==> src/rtl/mux_pipe_pkg.sv <==
// Shared types and default widths for the mux_pipe responder.
package mux_pipe_pkg;

    localparam int DATA_W         = 8;
    localparam int SEL_W          = 3;
    localparam int FIFO_DEPTH_DEF = 4;

    typedef enum logic [1:0] {
        IDLE,
        RUN,
        FLUSH
    } state_e;

    typedef struct packed {
        logic              v;
        logic [DATA_W-1:0] in;
        logic [SEL_W-1:0]  sel;
    } s1_t;

endpackage

==> src/rtl/mux_pipe_resp_if.sv <==
// Request/response bundle between the mux driver (master) and the responder (slave).
interface mux_pipe_resp_if;
    import mux_pipe_pkg::*;

    logic              in_valid;
    logic              in_ready;
    logic [DATA_W-1:0] in;
    logic [SEL_W-1:0]  sel;
    logic              out_valid;
    logic              out_ready;
    logic              out;
    logic              flush;
    logic              busy;

    modport master (
        output in_valid, in, sel, out_ready, flush,
        input  in_ready, out_valid, out, busy
    );

    modport slave (
        input  in_valid, in, sel, out_ready, flush,
        output in_ready, out_valid, out, busy
    );

endinterface

==> src/rtl/mux_pipe_fifo.sv <==
// 1-bit-wide synchronous result FIFO with clear; DEPTH must be a power of two.
module mux_pipe_fifo #(
    parameter  int DEPTH = 4,
    localparam int CNT_W = $clog2(DEPTH) + 1
) (
    input  logic             clock,
    input  logic             resetn,
    input  logic             clear,
    input  logic             push,
    input  logic             din,
    input  logic             pop,
    output logic             dout,
    output logic [CNT_W-1:0] count,
    output logic             full,
    output logic             empty
);

    localparam int PTR_W = $clog2(DEPTH);

    logic             mem [DEPTH];
    logic [PTR_W-1:0] wr_ptr;
    logic [PTR_W-1:0] rd_ptr;
    logic             do_push;
    logic             do_pop;

    assign empty   = (count == '0);
    assign full    = (count == CNT_W'(DEPTH));
    assign do_pop  = pop && !empty;
    assign do_push = push && (!full || do_pop);
    assign dout    = empty ? 1'b0 : mem[rd_ptr];

    always_ff @(posedge clock or negedge resetn) begin
        if (!resetn) begin
            wr_ptr <= '0;
            rd_ptr <= '0;
            count  <= '0;
        end else if (clear) begin
            wr_ptr <= '0;
            rd_ptr <= '0;
            count  <= '0;
        end else begin
            if (do_push) wr_ptr <= wr_ptr + 1'b1;
            if (do_pop)  rd_ptr <= rd_ptr + 1'b1;
            count <= count + CNT_W'(do_push) - CNT_W'(do_pop);
        end
    end

    // NOTE: storage has no reset; count/empty gate every read, so contents never leak.
    always_ff @(posedge clock) begin
        if (do_push && !clear) mem[wr_ptr] <= din;
    end

endmodule

==> src/rtl/mux_pipe_resp.sv <==
// 8:1 mux responder: 2-stage registered select, result FIFO, flush FSM.
// Optional MUX_PIPE_STATS_EN adds per-select accept counters (stat_sel/stat_cnt).
module mux_pipe_resp
    import mux_pipe_pkg::*;
#(
    parameter int FIFO_DEPTH = FIFO_DEPTH_DEF
) (
    input  logic             clock,
    input  logic             resetn,
    mux_pipe_resp_if.slave   bus
`ifdef MUX_PIPE_STATS_EN
    ,
    input  logic [SEL_W-1:0] stat_sel,
    output logic [15:0]      stat_cnt
`endif
);

    localparam int CNT_W  = $clog2(FIFO_DEPTH) + 1;
    localparam int FILL_W = CNT_W + 1;
    localparam logic [FILL_W-1:0] DEPTH_F = FILL_W'(FIFO_DEPTH);

    state_e             state;
    state_e             state_nxt;
    s1_t                s1;
    logic               s2_v;
    logic               s2_bit;
    logic               ready_q;
    logic               busy_q;
    logic               accept;
    logic               push;
    logic               pop;
    logic               s1_v_nxt;
    logic               s2_v_nxt;
    logic [CNT_W-1:0]   count;
    logic [CNT_W-1:0]   count_nxt;
    logic [FILL_W-1:0]  fill_nxt;
    logic               fifo_full;
    logic               fifo_empty;
    logic               fifo_head;

    // flush wins over both handshakes in the same cycle
    assign accept = bus.in_valid && ready_q && !bus.flush;
    assign pop    = !fifo_empty && bus.out_ready && !bus.flush;
    assign push   = s2_v && (!fifo_full || pop);

    // NOTE: every always_comb output gets a default up front so no latch is inferred.
    always_comb begin
        state_nxt = state;
        s1_v_nxt  = 1'b0;
        s2_v_nxt  = 1'b0;
        count_nxt = '0;
        if (bus.flush) begin
            state_nxt = FLUSH;
        end else begin
            s1_v_nxt  = accept;
            s2_v_nxt  = s1.v;
            count_nxt = count + CNT_W'(push) - CNT_W'(pop);
            case (state)
                IDLE:    state_nxt = accept ? RUN : IDLE;
                RUN:     state_nxt = (s1_v_nxt || s2_v_nxt || count_nxt != '0) ? RUN : IDLE;
                FLUSH:   state_nxt = IDLE;
                default: state_nxt = IDLE;
            endcase
        end
        fill_nxt = FILL_W'(count_nxt) + FILL_W'(s1_v_nxt) + FILL_W'(s2_v_nxt);
    end

    // Ready and busy are registered from next-cycle occupancy, so a pop never opens a slot combinationally.
    always_ff @(posedge clock or negedge resetn) begin
        if (!resetn) begin
            state   <= IDLE;
            s1      <= '0;
            s2_v    <= 1'b0;
            s2_bit  <= 1'b0;
            ready_q <= 1'b0;
            busy_q  <= 1'b0;
        end else begin
            state   <= state_nxt;
            s1.v    <= s1_v_nxt;
            s2_v    <= s2_v_nxt;
            ready_q <= (state_nxt != FLUSH) && (fill_nxt < DEPTH_F);
            busy_q  <= (state_nxt == FLUSH) || (fill_nxt != '0);
            if (accept) begin
                s1.in  <= bus.in;
                s1.sel <= bus.sel;
            end
            if (s1.v) s2_bit <= s1.in[s1.sel];
        end
    end

    mux_pipe_fifo #(.DEPTH(FIFO_DEPTH)) u_fifo (
        .clock  (clock),
        .resetn (resetn),
        .clear  (bus.flush),
        .push   (push),
        .din    (s2_bit),
        .pop    (pop),
        .dout   (fifo_head),
        .count  (count),
        .full   (fifo_full),
        .empty  (fifo_empty)
    );

    assign bus.in_ready  = ready_q;
    assign bus.out_valid = !fifo_empty;
    assign bus.out       = fifo_head;
    assign bus.busy      = busy_q;

`ifdef MUX_PIPE_STATS_EN
    logic [15:0] stat_q [DATA_W];

    always_ff @(posedge clock or negedge resetn) begin
        if (!resetn) begin
            for (int i = 0; i < DATA_W; i++) stat_q[i] <= '0;
        end else if (bus.flush || state == FLUSH) begin
            for (int i = 0; i < DATA_W; i++) stat_q[i] <= '0;
        end else if (accept && stat_q[bus.sel] != 16'hFFFF) begin
            stat_q[bus.sel] <= stat_q[bus.sel] + 16'd1;
        end
    end

    assign stat_cnt = stat_q[stat_sel];
`endif

endmodule
==> src/flat_wrapper.sv <==
// flat-port wrapper written by rule: the top's interface ports become plain ports
module mux_pipe_resp_flat import mux_pipe_pkg::*;
#(
    parameter int FIFO_DEPTH = FIFO_DEPTH_DEF
)
  (clock, resetn, bus_in_valid, bus_in, bus_sel, bus_out_ready, bus_flush, bus_in_ready, bus_out_valid, bus_out, bus_busy);
  mux_pipe_resp_if bus_i ();
  input  logic clock;
  input  logic resetn;
  input wire logic [$bits(bus_i.in_valid)-1:0] bus_in_valid;
  input wire logic [$bits(bus_i.in)-1:0] bus_in;
  input wire logic [$bits(bus_i.sel)-1:0] bus_sel;
  input wire logic [$bits(bus_i.out_ready)-1:0] bus_out_ready;
  input wire logic [$bits(bus_i.flush)-1:0] bus_flush;
  output wire logic [$bits(bus_i.in_ready)-1:0] bus_in_ready;
  output wire logic [$bits(bus_i.out_valid)-1:0] bus_out_valid;
  output wire logic [$bits(bus_i.out)-1:0] bus_out;
  output wire logic [$bits(bus_i.busy)-1:0] bus_busy;
  assign bus_i.in_valid = bus_in_valid;
  assign bus_i.in = bus_in;
  assign bus_i.sel = bus_sel;
  assign bus_i.out_ready = bus_out_ready;
  assign bus_i.flush = bus_flush;
  assign bus_in_ready = bus_i.in_ready;
  assign bus_out_valid = bus_i.out_valid;
  assign bus_out = bus_i.out;
  assign bus_busy = bus_i.busy;
  mux_pipe_resp #(.FIFO_DEPTH(FIFO_DEPTH)) u_core (.clock(clock), .resetn(resetn), .bus(bus_i));
endmodule
==> config.mk <==
export PLATFORM = sky130hd
export DESIGN_NAME = mux_pipe_resp_flat
export DESIGN_NICKNAME = d
export VERILOG_FILES = /design/src/rtl/mux_pipe_pkg.sv /design/src/rtl/mux_pipe_resp_if.sv /design/src/rtl/mux_pipe_fifo.sv /design/src/rtl/mux_pipe_resp.sv /design/src/flat_wrapper.sv
export SDC_FILE = /design/constraint.sdc
export NUM_CORES = 1
export LEC_CHECK = 0
export ABC_AREA = 1
export CORE_AREA = 4 4 58 60
export CTS_CLUSTER_DIAMETER = 50
export CTS_CLUSTER_SIZE = 40
export DETAILED_ROUTE_END_ITERATION = 12
export DIE_AREA = 0 0 62 64
export GPL_TIMING_DRIVEN = 0
export PLACE_DENSITY_LB_ADDON = 0.12
export SLEW_MARGIN = 20
export SYNTH_ARGS = -nofsm -noshare
export SYNTH_HDL_FRONTEND = slang
export SYNTH_SLANG_ARGS = --single-unit
==> constraint.sdc <==
create_clock -name clock -period 2.95 [get_ports clock]
set_input_delay 0.4425 -clock clock [delete_from_list [all_inputs] [get_ports clock]]
set_output_delay 0.4425 -clock clock [all_outputs]
set_load 0.02 [all_outputs]
==> results of run 1 <==
[area by class of cell]
type / count / area [um^2]
well taps: 33 / 41.29
inverters: 35 / 131.4
flip-flops and latches: 27 / 695.7
multi-input cells: 106 / 638.1
clock buffers: 4 / 26.28
fillers: 274 / 1189
repair buffers: 18 / 175.2
plain buffers: 4 / 31.28
[metrics by stage]
stage | cell area (um^2) | util, %
floorplan | 1496 | -
global placement | 1718 | 58.68
detailed placement | 1718 | 58.68
CTS | 1744 | 59.57
global route | 1739 | 59.40
finish | 1739 | 59.40
[report_power, final]
part	total [mW]	internal [mW]	switching (mW)
clock network	0.161	0.0529	0.108
logic	0.596	0.250	0.346
registers	0.583	0.500	0.0827
total	1.34	0.804	0.537
[state kept, by name, indices dropped and copies added, names as in the netlist]
name	count
u_core.bus.busy	1
u_core.bus.in_ready	1
u_core.s1	12
u_core.s2_bit	1
u_core.s2_v	1
u_core.u_fifo.count	3
u_core.u_fifo.mem	4
u_core.u_fifo.rd_ptr	2
u_core.u_fifo.wr_ptr	2
[routing by layer]
metal,GRT usage (%),vias to the layer above,wire (um)
met5,0,-,0
met1,18.29,519,1108
li1,-,576,-
met2,26.17,17,1356
met4,4.244,0,13
met3,2.626,2,104
[cells by family after synthesis]
logic type,share of synthesized area [%]
xor gates and xnor gates,1.087
AOI/OAI and AO/OA,7.859
and+or+nand+nor,22.99
adders and majority gates,10.70
DFF,46.49
buffers and inverters,10.87
[cell usage after synthesis, types with 2 or more instances]
cell / number
sky130_fd_sc_hd__nand2_1: 36
sky130_fd_sc_hd__inv_1: 32
sky130_fd_sc_hd__dfrtp_1: 23
sky130_fd_sc_hd__o21ai_0: 15
sky130_fd_sc_hd__nor2_1: 14
sky130_fd_sc_hd__nand3_1: 10
sky130_fd_sc_hd__ha_1: 8
sky130_fd_sc_hd__edfxtp_1: 4
sky130_fd_sc_hd__fa_1: 3
sky130_fd_sc_hd__inv_2: 3
sky130_fd_sc_hd__nand4_1: 3
sky130_fd_sc_hd__a21oi_1: 2
sky130_fd_sc_hd__buf_4: 2
sky130_fd_sc_hd__nand2_4: 2
sky130_fd_sc_hd__nand3_2: 2
sky130_fd_sc_hd__nor2_4: 2
sky130_fd_sc_hd__nor3_1: 2
[worst max-delay path by stage]
stage / start / end / cells past startpoint
finish: bus_out_ready / u_core.bus.busy / 14
global route: bus_out_ready / u_core.bus.busy / 14
CTS: bus_out_ready / u_core.bus.busy / 14
detailed placement: bus_out_ready / u_core.bus.busy / 14
global placement: bus_out_ready / u_core.bus.busy / 14
floorplan: bus_flush / u_core.bus.busy / 13
[critical path: stages]
cell	delay, ns
sky130_fd_sc_hd__clkdlybuf4s50_1	0.54
sky130_fd_sc_hd__inv_2	0.05
sky130_fd_sc_hd__o211ai_2	0.23
sky130_fd_sc_hd__nand2_2	0.14
sky130_fd_sc_hd__xnor2_2	0.15
sky130_fd_sc_hd__ha_1	0.15
sky130_fd_sc_hd__inv_1	0.05
sky130_fd_sc_hd__fa_1	0.48
sky130_fd_sc_hd__inv_1	0.04
sky130_fd_sc_hd__nand2_1	0.07
sky130_fd_sc_hd__inv_1	0.04
sky130_fd_sc_hd__ha_1	0.28
sky130_fd_sc_hd__nor2_1	0.10
sky130_fd_sc_hd__nand4_1	0.09
==> impl_metrics.csv, run 1 <==
group,metric,value,unit
die,floorplan.die.height,64,um
grt,maximum_number_of_pins_on_one_net_before_global_route_repair,24,
grt,global_route_wire_length_before_repair,4.657,mm
cells_and_area,post_route_cells_drive_above_1_share,10.82,%
clocking,clk_pin_slew,0.15,ns
timing,slew_violations,0,
cells_and_area,layout.cells.most_common_list,"sky130_fd_sc_hd__nand2_1 (36), sky130_fd_sc_hd__inv_1 (32), sky130_fd_sc_hd__dfrtp_1 (23)",
setup_path,regToRegSetupSlack,0.44,ns
placement,place.port_buffers,18,
clocking,cts-root-buf,"sky130_fd_sc_hd__clkbuf_4",
grt,grt_remaining_overflow,0,
synth,synth_largest_area_cell,"sky130_fd_sc_hd__dfrtp_1",
timing,final_critical_path_setup_slack,0.3078,ns
clocking,cts_hold_buffers,0,
synth,async_flop_share,85.19,%
timing,totalNegativeSetupSlack,0,ns
drt,post_drt_via_cell_ratio,4.907,
grt,grt_pass1_vias,1128,
setup_path,r2r_endpoint,"u_core.bus.busy",
die,pin_count,20,
die,die_x,62,um
placement,gpl.final_weighted_congestion,0.8164,
clocking,clock_tree.buffer_depth,2,
cells_and_area,antenna-diode-count,0,
timing,fin_crit_sh,89.57,%
grt,overall_fraction_of_global_route_tracks_in_use,15.01,%
job,drv.max_cap_violation_count,0,
die,initial_utilization,51.11,%
pwr,vdd_ir_drop_max,0.4796,mV
setup_path,critPathKind,"primary input to flip-flop",
timing,finalClockSkew,0.008187,ns
synth,sequential_element_share_of_the_synthesized_area,46.49,%
die,fp.dieArea,3968,um^2
cells_and_area,area_growth,16.22,%
drt,antenna_left,0,
setup_path,end_kind,"flip-flop",
setup_path,setup.worst_path.start_class,"primary input",
clocking,cts_tree,"built",
timing,finalHoldWorstSlack,0.06838,ns
setup_path,reg2reg_from,"u_core.u_fifo.count[1]",
timing,slew_headroom,64.60,%
drt,firstDrtPassIters,4,
drt,vias,1114,
setup_path,r2r_cells,13,
drt,dr.first_iter.drc_count,21,
timing,timing_worst_slew_pin_value,0.5310,ns
timing,min_period,2.642,ns
placement,dp_slack,-0.04061,ns
synth,syn_nets,199,
synth,syn-cell-area,1496,um^2
timing,finalHoldViolations,0,
timing,finalSetupViolations,0,
die,rows,20,
timing,timing.fmax,0.3785,GHz
pwr,total_power,1.341,mW
synth,netlist_top_cells_area,"sky130_fd_sc_hd__dfrtp_1 (38%), sky130_fd_sc_hd__nand2_1 (9.0%), sky130_fd_sc_hd__edfxtp_1 (8.0%), sky130_fd_sc_hd__inv_1 (8.0%), sky130_fd_sc_hd__ha_1 (6.7%)",
clocking,clock_tree.htree_level_count,1,
clocking,tritoncts.num_buffers,3,
cells_and_area,fin_cells,227,
synth,post_synth_edffs,4,
pwr,p_leak,0.8421,nW
setup_path,data_required_time_at_the_worst_endpoint,3.17,ns
clocking,cts_repair_resize_count,0,
cells_and_area,layout_commonest_cell,"sky130_fd_sc_hd__nand2_1",
timing,rsz0062_at_grt,"no",
synth,synth_seq_cells,27,
pwr,powerDensity,770.9,nW/um^2
clocking,clock_sinks,27,
clocking,post_cts.repair.setup_buffers,0,
die,floorplan.core_area,2928,um^2
drt,avgRoutedWirePerCell,11.37,um
cells_and_area,nNetsFinal,222,
grt,number_of_antenna_violations_at_the_first_check_in_global_routing,0,
run_status,run_status,"completed",
setup_path,timing.critical_path.arrival,2.86,ns
drt,detail_route.wirelength,2.582,mm
synth,netlist-cell-type-count,26,
drt,drc_errors,0,
synth,syn_area_per_cell,8.700,um^2
synth,syn-instance-count,172,
placement,hpwl,1.987,mm
clocking,source_to_sink_clock_delay_at_the_later_pin_of_the_worst_skew_pair,0.32,ns
min_path,holdCritPathClass,"primary input to async pin",
synth,netlist.area_leader.share,38.46,%
placement,placedCellCount,223,
synth,postSynth.topFlopCell,"sky130_fd_sc_hd__dfrtp_1",
synth,yosys_warnings,0,
setup_path,timing.critical_path.fanout_max,4,
Note: power is estimated with default switching activity, not from simulation.
==> run 2: changes to the inputs <==
--- a/config.mk
+++ b/config.mk
@@ -6,11 +6,12 @@
 export NUM_CORES = 1
 export LEC_CHECK = 0
 export ABC_AREA = 1
-export CORE_AREA = 4 4 58 60
+export CAP_MARGIN = 10
+export CORE_AREA = 2 2 56 58
 export CTS_CLUSTER_DIAMETER = 50
 export CTS_CLUSTER_SIZE = 40
 export DETAILED_ROUTE_END_ITERATION = 12
-export DIE_AREA = 0 0 62 64
+export DIE_AREA = 0 0 58 60
 export GPL_TIMING_DRIVEN = 0
 export PLACE_DENSITY_LB_ADDON = 0.12
 export SLEW_MARGIN = 20
==> run 2 against run 1 <==
  * Sequential share of layout area is the same
  * Clock power about the same
  * Sequential cell count is the same
  * Global-route usage up 1.3 points
  * Critical endpoint unchanged
  * Die area fell by 12%
  * Wire length is 4.7% lower
  * Highest routed layer unchanged
  * Worst hold slack worse by 0.014 ns
  * Largest cell class unchanged
  * Clock skew is 0.0033 ns higher
  * Register-to-register slack hardly changed
  * Cell count unchanged
==> impl_metrics.csv, run 2 (synthesized netlist as in run 1, its figures left out) <==
group,metric,value,unit
timing,final_critical_path_setup_slack,0.2931,ns
clocking,cts-root-buf,"sky130_fd_sc_hd__clkbuf_4",
clocking,tritoncts.num_buffers,3,
die,initial_utilization,51.55,%
setup_path,crit_slowest_cell,"sky130_fd_sc_hd__clkdlybuf4s50_1",
clocking,clk_pin_slew,0.15,ns
setup_path,cp_cell_sequence,"clkdlybuf4s50_1, inv_2, o211ai_2, nand2_2, xnor2_2, ha_1, inv_1, fa_1, inv_1, nand2_1, inv_1, ha_1, nor2_1, nand4_1",
clocking,clock_tree.htree_level_count,1,
cells_and_area,antenna-diode-count,0,
timing,min_period,2.657,ns
pwr,comb_power_share,44.8,%
setup_path,crit_path_largest_cell_delay,0.54,ns
pwr,powerDensity,769.9,nW/um^2
drt,firstDrtPassIters,4,
grt,grt_remaining_overflow,0,
placement,place.port_buffers,18,
pwr,p_int,0.8043,mW
clocking,source_to_sink_clock_delay_at_the_later_pin_of_the_worst_skew_pair,0.33,ns
die,floorplan.die.height,60,um
setup_path,timing.critical_path.fanout_max,4,
pwr,p_leak,0.8421,nW
setup_path,startpoint,"bus_out_ready",
pwr,total_power,1.339,mW
timing,finalSetupViolations,0,
setup_path,crit_path_max_delay_family,"adder cells",
cells_and_area,layout.cells.most_common_list,"sky130_fd_sc_hd__nand2_1 (36), sky130_fd_sc_hd__inv_1 (32), sky130_fd_sc_hd__dfrtp_1 (23)",
cells_and_area,largest_register_ffs,12,
drt,drc_errors,0,
placement,dp_slack,-0.05116,ns
die,rows,20,
timing,timing.fmax,0.3764,GHz
pwr,vdd_ir_drop_max,0.5554,mV
die,die_x,58,um
placement,hpwl,1.930,mm
setup_path,end_kind,"flip-flop",
cells_and_area,nNetsFinal,222,
timing,finalHoldViolations,0,
timing,slew_violations,0,
setup_path,critical_path.n_buffers_inverters,5,
drt,antenna_left,0,
drt,post_drt_via_cell_ratio,4.969,
setup_path,data_required_time_at_the_worst_endpoint,3.17,ns
setup_path,r2r_endpoint,"u_core.bus.busy",
clocking,clock_tree.buffer_depth,2,
grt,global_route_wire_length_before_repair,4.381,mm
setup_path,regToRegSetupSlack,0.43,ns
setup_path,reg2reg_from,"u_core.u_fifo.count[1]",
min_path,holdCritPathClass,"primary input to async pin",
drt,vias,1128,
setup_path,critical_path_stages,14,
clocking,clock_sinks,27,
clocking,cts_repair_resize_count,0,
cells_and_area,area_growth,16.22,%
placement,gpl.final_weighted_congestion,0.7834,
pwr,p_sw,0.5347,mW
timing,slew_headroom,66.20,%
drt,detail_route.wirelength,2.461,mm
cells_and_area,post_route_cells_drive_above_1_share,10.82,%
setup_path,critPathKind,"primary input to flip-flop",
timing,fin_crit_sh,90.06,%
clocking,cts_hold_buffers,0,
pwr,switching_share,39.93,%
drt,dr.first_iter.drc_count,48,
setup_path,crit_path_end,"u_core.bus.busy",
die,pin_count,20,
die,fp.dieArea,3480,um^2
die,floorplan.core_area,2903,um^2
pwr,share_clk_of_total_power,12.0,%
cells_and_area,top_regs,"u_core.s1 (12), u_core.u_fifo.mem (4), u_core.u_fifo.count (3)",
cells_and_area,layout_commonest_cell,"sky130_fd_sc_hd__nand2_1",
timing,finalClockSkew,0.01146,ns
run_status,run_status,"completed",
grt,number_of_antenna_violations_at_the_first_check_in_global_routing,0,
grt,overall_fraction_of_global_route_tracks_in_use,16.32,%
job,drv.max_cap_violation_count,0,
clocking,cts_tree,"built",
grt,grt_pass1_vias,1119,
setup_path,cp_common_cell,"sky130_fd_sc_hd__inv_1",
clocking,post_cts.repair.setup_buffers,0,
cells_and_area,largest-register,"u_core.s1",
timing,rsz0062_at_grt,"no",
setup_path,setup.worst_path.start_class,"primary input",
setup_path,timing.critical_path.arrival,2.88,ns
cells_and_area,fillerInstances,274,
cells_and_area,post-route-util,59.91,%
grt,maximum_number_of_pins_on_one_net_before_global_route_repair,24,
pwr,seq_power_share,43.2,%
drt,avgRoutedWirePerCell,10.84,um
timing,timing_worst_slew_pin_value,0.5070,ns
setup_path,r2r_cells,13,
==> run 2: cell counts in the layout (fill, tap and decap cells not counted) <==
Identical to the previous run, type by type.
==> run 2: routing by layer <==
layer	part of all wire, %	routed length, um	global-route usage, %	up-vias
li1	-	-	-	577
met1	43	1058	18.74	525
met2	52	1269	31.01	22
met3	4.1	101	1.948	4
met4	1.3	31	5.980	0
met5	0	0	0	-
==> run 2: worst min-delay path by stage <==
stage	startpoint	end	slack, ns
2_1_floorplan	resetn	u_core.bus.busy	0.15
3_3_place_gp	u_core.s1[5]	u_core.s1[5]	0.48
3_5_place_dp	u_core.s1[5]	u_core.s1[5]	0.48
4_1_cts	bus_flush	u_core.u_fifo.count[0]	0.30
5_1_grt	resetn	u_core.u_fifo.rd_ptr[1]	0.08
6_report	resetn	u_core.u_fifo.count[1]	0.05
==> run 2: cell type report <==
| cell class | instances | area (um^2) | area share (%) |
|---|---|---|---|
| Buffer | 4 | 31.28 | 1.799 |
| Multi-Input combinational cell | 106 | 638.1 | 36.69 |
| Sequential cell | 27 | 695.7 | 40.00 |
| Tap cell | 33 | 41.29 | 2.374 |
| Clock buffer | 4 | 26.28 | 1.511 |
| Inverter | 35 | 131.4 | 7.554 |
| Timing Repair Buffer | 18 | 175.2 | 10.07 |
==> run 2: power by group through the flow <==
stage	sequential [mW]	clock (mW)	combinational, mW
5_1_grt	0.594	0.181	0.694
4_1_cts	0.579	0.168	0.610
6_report	0.578	0.160	0.600
2_1_floorplan	0.587	0	0.420
3_3_place_gp	0.586	0	0.589
3_5_place_dp	0.588	0	0.605
==> run 2: stage by stage <==
step	TNS, ns	cell area [um^2]	hold slack, ns	cells
5_1_grt	0	1739	0.08434	227
6_report	0	1739	0.05411	227
3_3_place_gp	-0.01644	1718	0.4761	223
2_1_floorplan	0	1496	0.1469	172
4_1_cts	0	1744	0.2993	227
3_5_place_dp	-0.07728	1718	0.4816	223
==> run 3: changes to the inputs <==
--- a/config.mk
+++ b/config.mk
@@ -14,7 +14,6 @@
 export DIE_AREA = 0 0 58 60
 export GPL_TIMING_DRIVEN = 0
 export PLACE_DENSITY_LB_ADDON = 0.12
-export SLEW_MARGIN = 20
 export SYNTH_ARGS = -nofsm -noshare
 export SYNTH_HDL_FRONTEND = slang
 export SYNTH_SLANG_ARGS = --single-unit
==> run 3 against run 2 <==
  * Critical path depth did not move
  * Largest power group unchanged
  * Register-to-register slack about the same
  * Sequential cell count unchanged
  * Die area unchanged
  * Largest cell class unchanged
  * Non-clock buffer count did not move
  * First-iteration DRC count did not move
  * Worst setup slack about the same
  * Worst hold slack improved by 0.25 ns
==> impl_metrics.csv, run 3 (synthesized netlist as in run 1, its figures left out) <==
group,metric,value,unit
placement,detailed_place.area,1718,um^2
cells_and_area,area_growth,16.56,%
grt,maximum_number_of_pins_on_one_net_before_global_route_repair,24,
setup_path,crit_slowest_cell,"sky130_fd_sc_hd__clkdlybuf4s50_1",
die,rows,20,
drt,post_drt_via_cell_ratio,4.965,
cells_and_area,layout.cell_area.non_filler,1744,um^2
setup_path,critical_path.n_buffers_inverters,5,
timing,totalNegativeSetupSlack,0,ns
setup_path,timing.critical_path.fanout_max,4,
setup_path,crit_path_max_delay_family,"adder cells",
clocking,cts_hold_buffers,0,
setup_path,crit_path_largest_cell_delay,0.54,ns
placement,gpl.final_weighted_congestion,0.7834,
cells_and_area,layout_commonest_cell,"sky130_fd_sc_hd__nand2_1",
cells_and_area,fillerInstances,274,
clocking,source_to_sink_clock_delay_at_the_later_pin_of_the_worst_skew_pair,0.33,ns
placement,placedCellCount,223,
timing,rsz0062_at_grt,"no",
clocking,cts-root-buf,"sky130_fd_sc_hd__clkbuf_4",
drt,avgRoutedWirePerCell,10.85,um
die,pin_count,20,
die,fp.dieArea,3480,um^2
run_status,run_status,"completed",
setup_path,reg2reg_from,"u_core.u_fifo.count[1]",
grt,overall_fraction_of_global_route_tracks_in_use,16.32,%
die,die_x,58,um
placement,hpwl,1.930,mm
clocking,clock_sinks,27,
setup_path,setup.worst_path.start_class,"primary input",
job,drv.max_cap_violation_count,0,
setup_path,cp_common_cell,"sky130_fd_sc_hd__inv_1",
min_path,hold_path.startpoint,"bus_flush",
timing,slew_violations,0,
clocking,cts_repair_resize_count,0,
clocking,clock_tree.buffer_depth,2,
clocking,post_cts.repair.setup_buffers,0,
timing,slew_headroom,32.18,%
cells_and_area,top_regs,"u_core.s1 (12), u_core.u_fifo.mem (4), u_core.u_fifo.count (3)",
clocking,clock_tree.htree_level_count,1,
setup_path,data_required_time_at_the_worst_endpoint,3.17,ns
min_path,holdCritPathClass,"primary input to flip-flop",
drt,detail_route.wirelength,2.463,mm
drt,dr.first_iter.drc_count,48,
pwr,vdd_ir_drop_max,0.5558,mV
setup_path,cp_cell_sequence,"clkdlybuf4s50_1, inv_2, o211ai_2, nand2_2, xnor2_2, ha_1, inv_1, fa_1, inv_1, nand2_1, inv_1, ha_1, nor2_1, nand4_1",
cells_and_area,fin_cells,227,
pwr,total_power,1.340,mW
drt,drc_errors,0,
cells_and_area,post_route_cells_drive_above_1_share,10.31,%
timing,fin_crit_sh,90.08,%
timing,finalClockSkew,0.01149,ns
timing,timing.fmax,0.3763,GHz
cells_and_area,nNetsFinal,222,
grt,grt_pass1_vias,1119,
cells_and_area,antenna-diode-count,0,
setup_path,timing.critical_path.arrival,2.88,ns
setup_path,end_kind,"flip-flop",
drt,antenna_left,0,
setup_path,startpoint,"bus_out_ready",
drt,vias,1127,
pwr,p_leak,0.8421,nW
grt,global_route_wire_length_before_repair,4.381,mm
die,floorplan.die.height,60,um
timing,min_period,2.657,ns
grt,grt_remaining_overflow,0,
timing,finalSetupViolations,0,
die,initial_utilization,51.55,%
pwr,powerDensity,768.1,nW/um^2
cells_and_area,layout.cells.most_common_list,"sky130_fd_sc_hd__nand2_1 (36), sky130_fd_sc_hd__inv_1 (32), sky130_fd_sc_hd__dfrtp_1 (23)",
cells_and_area,largest_register_ffs,12,
cells_and_area,largest-register,"u_core.s1",
clocking,cts_tree,"built",
clocking,clk_pin_slew,0.15,ns
drt,firstDrtPassIters,4,
placement,place.port_buffers,18,
timing,timing_worst_slew_pin_value,1.014,ns
setup_path,critPathKind,"primary input to flip-flop",
die,floorplan.core_area,2903,um^2
timing,finalHoldViolations,0,
clocking,tritoncts.num_buffers,3,
grt,number_of_antenna_violations_at_the_first_check_in_global_routing,0,
-- run 3: metrics by stage --
stage,setup WS (ns),hold WS (ns),util [%]
finish,0.2927,0.3058,60.09
global route,0.1107,0.3051,60.09
CTS,0.3042,0.2993,60.09
detailed placement,-0.05116,0.4816,59.18
global placement,-0.01644,0.4761,59.18
floorplan,0.5474,0.1469,-
-- run 3: worst paths after layout --
check	end	slack, ns	depth (start not counted)
worst max-delay path	u_core.bus.busy	0.29	14
worst min-delay path	u_core.u_fifo.count[0]	0.31	2
worst max register to register	u_core.bus.busy	0.43	13
worst min register to register	u_core.s1[5]	0.52	2
max in group asynchronous	u_core.s1[10]	1.68	1
min in group asynchronous	u_core.u_fifo.count[1]	0.65	1
-- run 3: layout make-up --
type	count	area [um^2]	share of cell area (%)
multi-input combinational	106	638.1	36.59
tap	33	41.29	2.367
sequential	27	695.7	39.89
inverter	35	131.4	7.532
clock buffer	4	26.28	1.506
buffer	4	31.28	1.793
timing repair buffer	18	180.2	10.33
-- run 3: worst register-to-register path: stages, from the launching register on --
cell and delay, ns:
sky130_fd_sc_hd__dfrtp_1 0.50, sky130_fd_sc_hd__nor2_4 0.18, sky130_fd_sc_hd__o211ai_2 0.15, sky130_fd_sc_hd__nand2_2 0.15, sky130_fd_sc_hd__xnor2_2 0.12, sky130_fd_sc_hd__ha_1 0.15, sky130_fd_sc_hd__inv_1 0.04, sky130_fd_sc_hd__fa_1 0.48
sky130_fd_sc_hd__inv_1 0.04, sky130_fd_sc_hd__nand2_1 0.07, sky130_fd_sc_hd__inv_1 0.04, sky130_fd_sc_hd__ha_1 0.27, sky130_fd_sc_hd__nor2_1 0.11, sky130_fd_sc_hd__nand4_1 0.10
-- run 3: metal layers --
metal / global-route usage [%] / vias up / wire [um] / share of wire (%)
li1: - / 577 / - / -
met1: 18.74 / 524 / 1059 / 43
met2: 31.01 / 22 / 1269 / 52
met3: 1.948 / 4 / 102 / 4.1
met4: 5.980 / 0 / 31 / 1.3
met5: 0 / - / 0 / 0
-- run 3: report_power, final --
part	leakage, nW	internal (mW)	switching (mW)
sequential	0.330	0.501	0.0778
clock	0.0150	0.0530	0.107
combinational	0.497	0.251	0.350
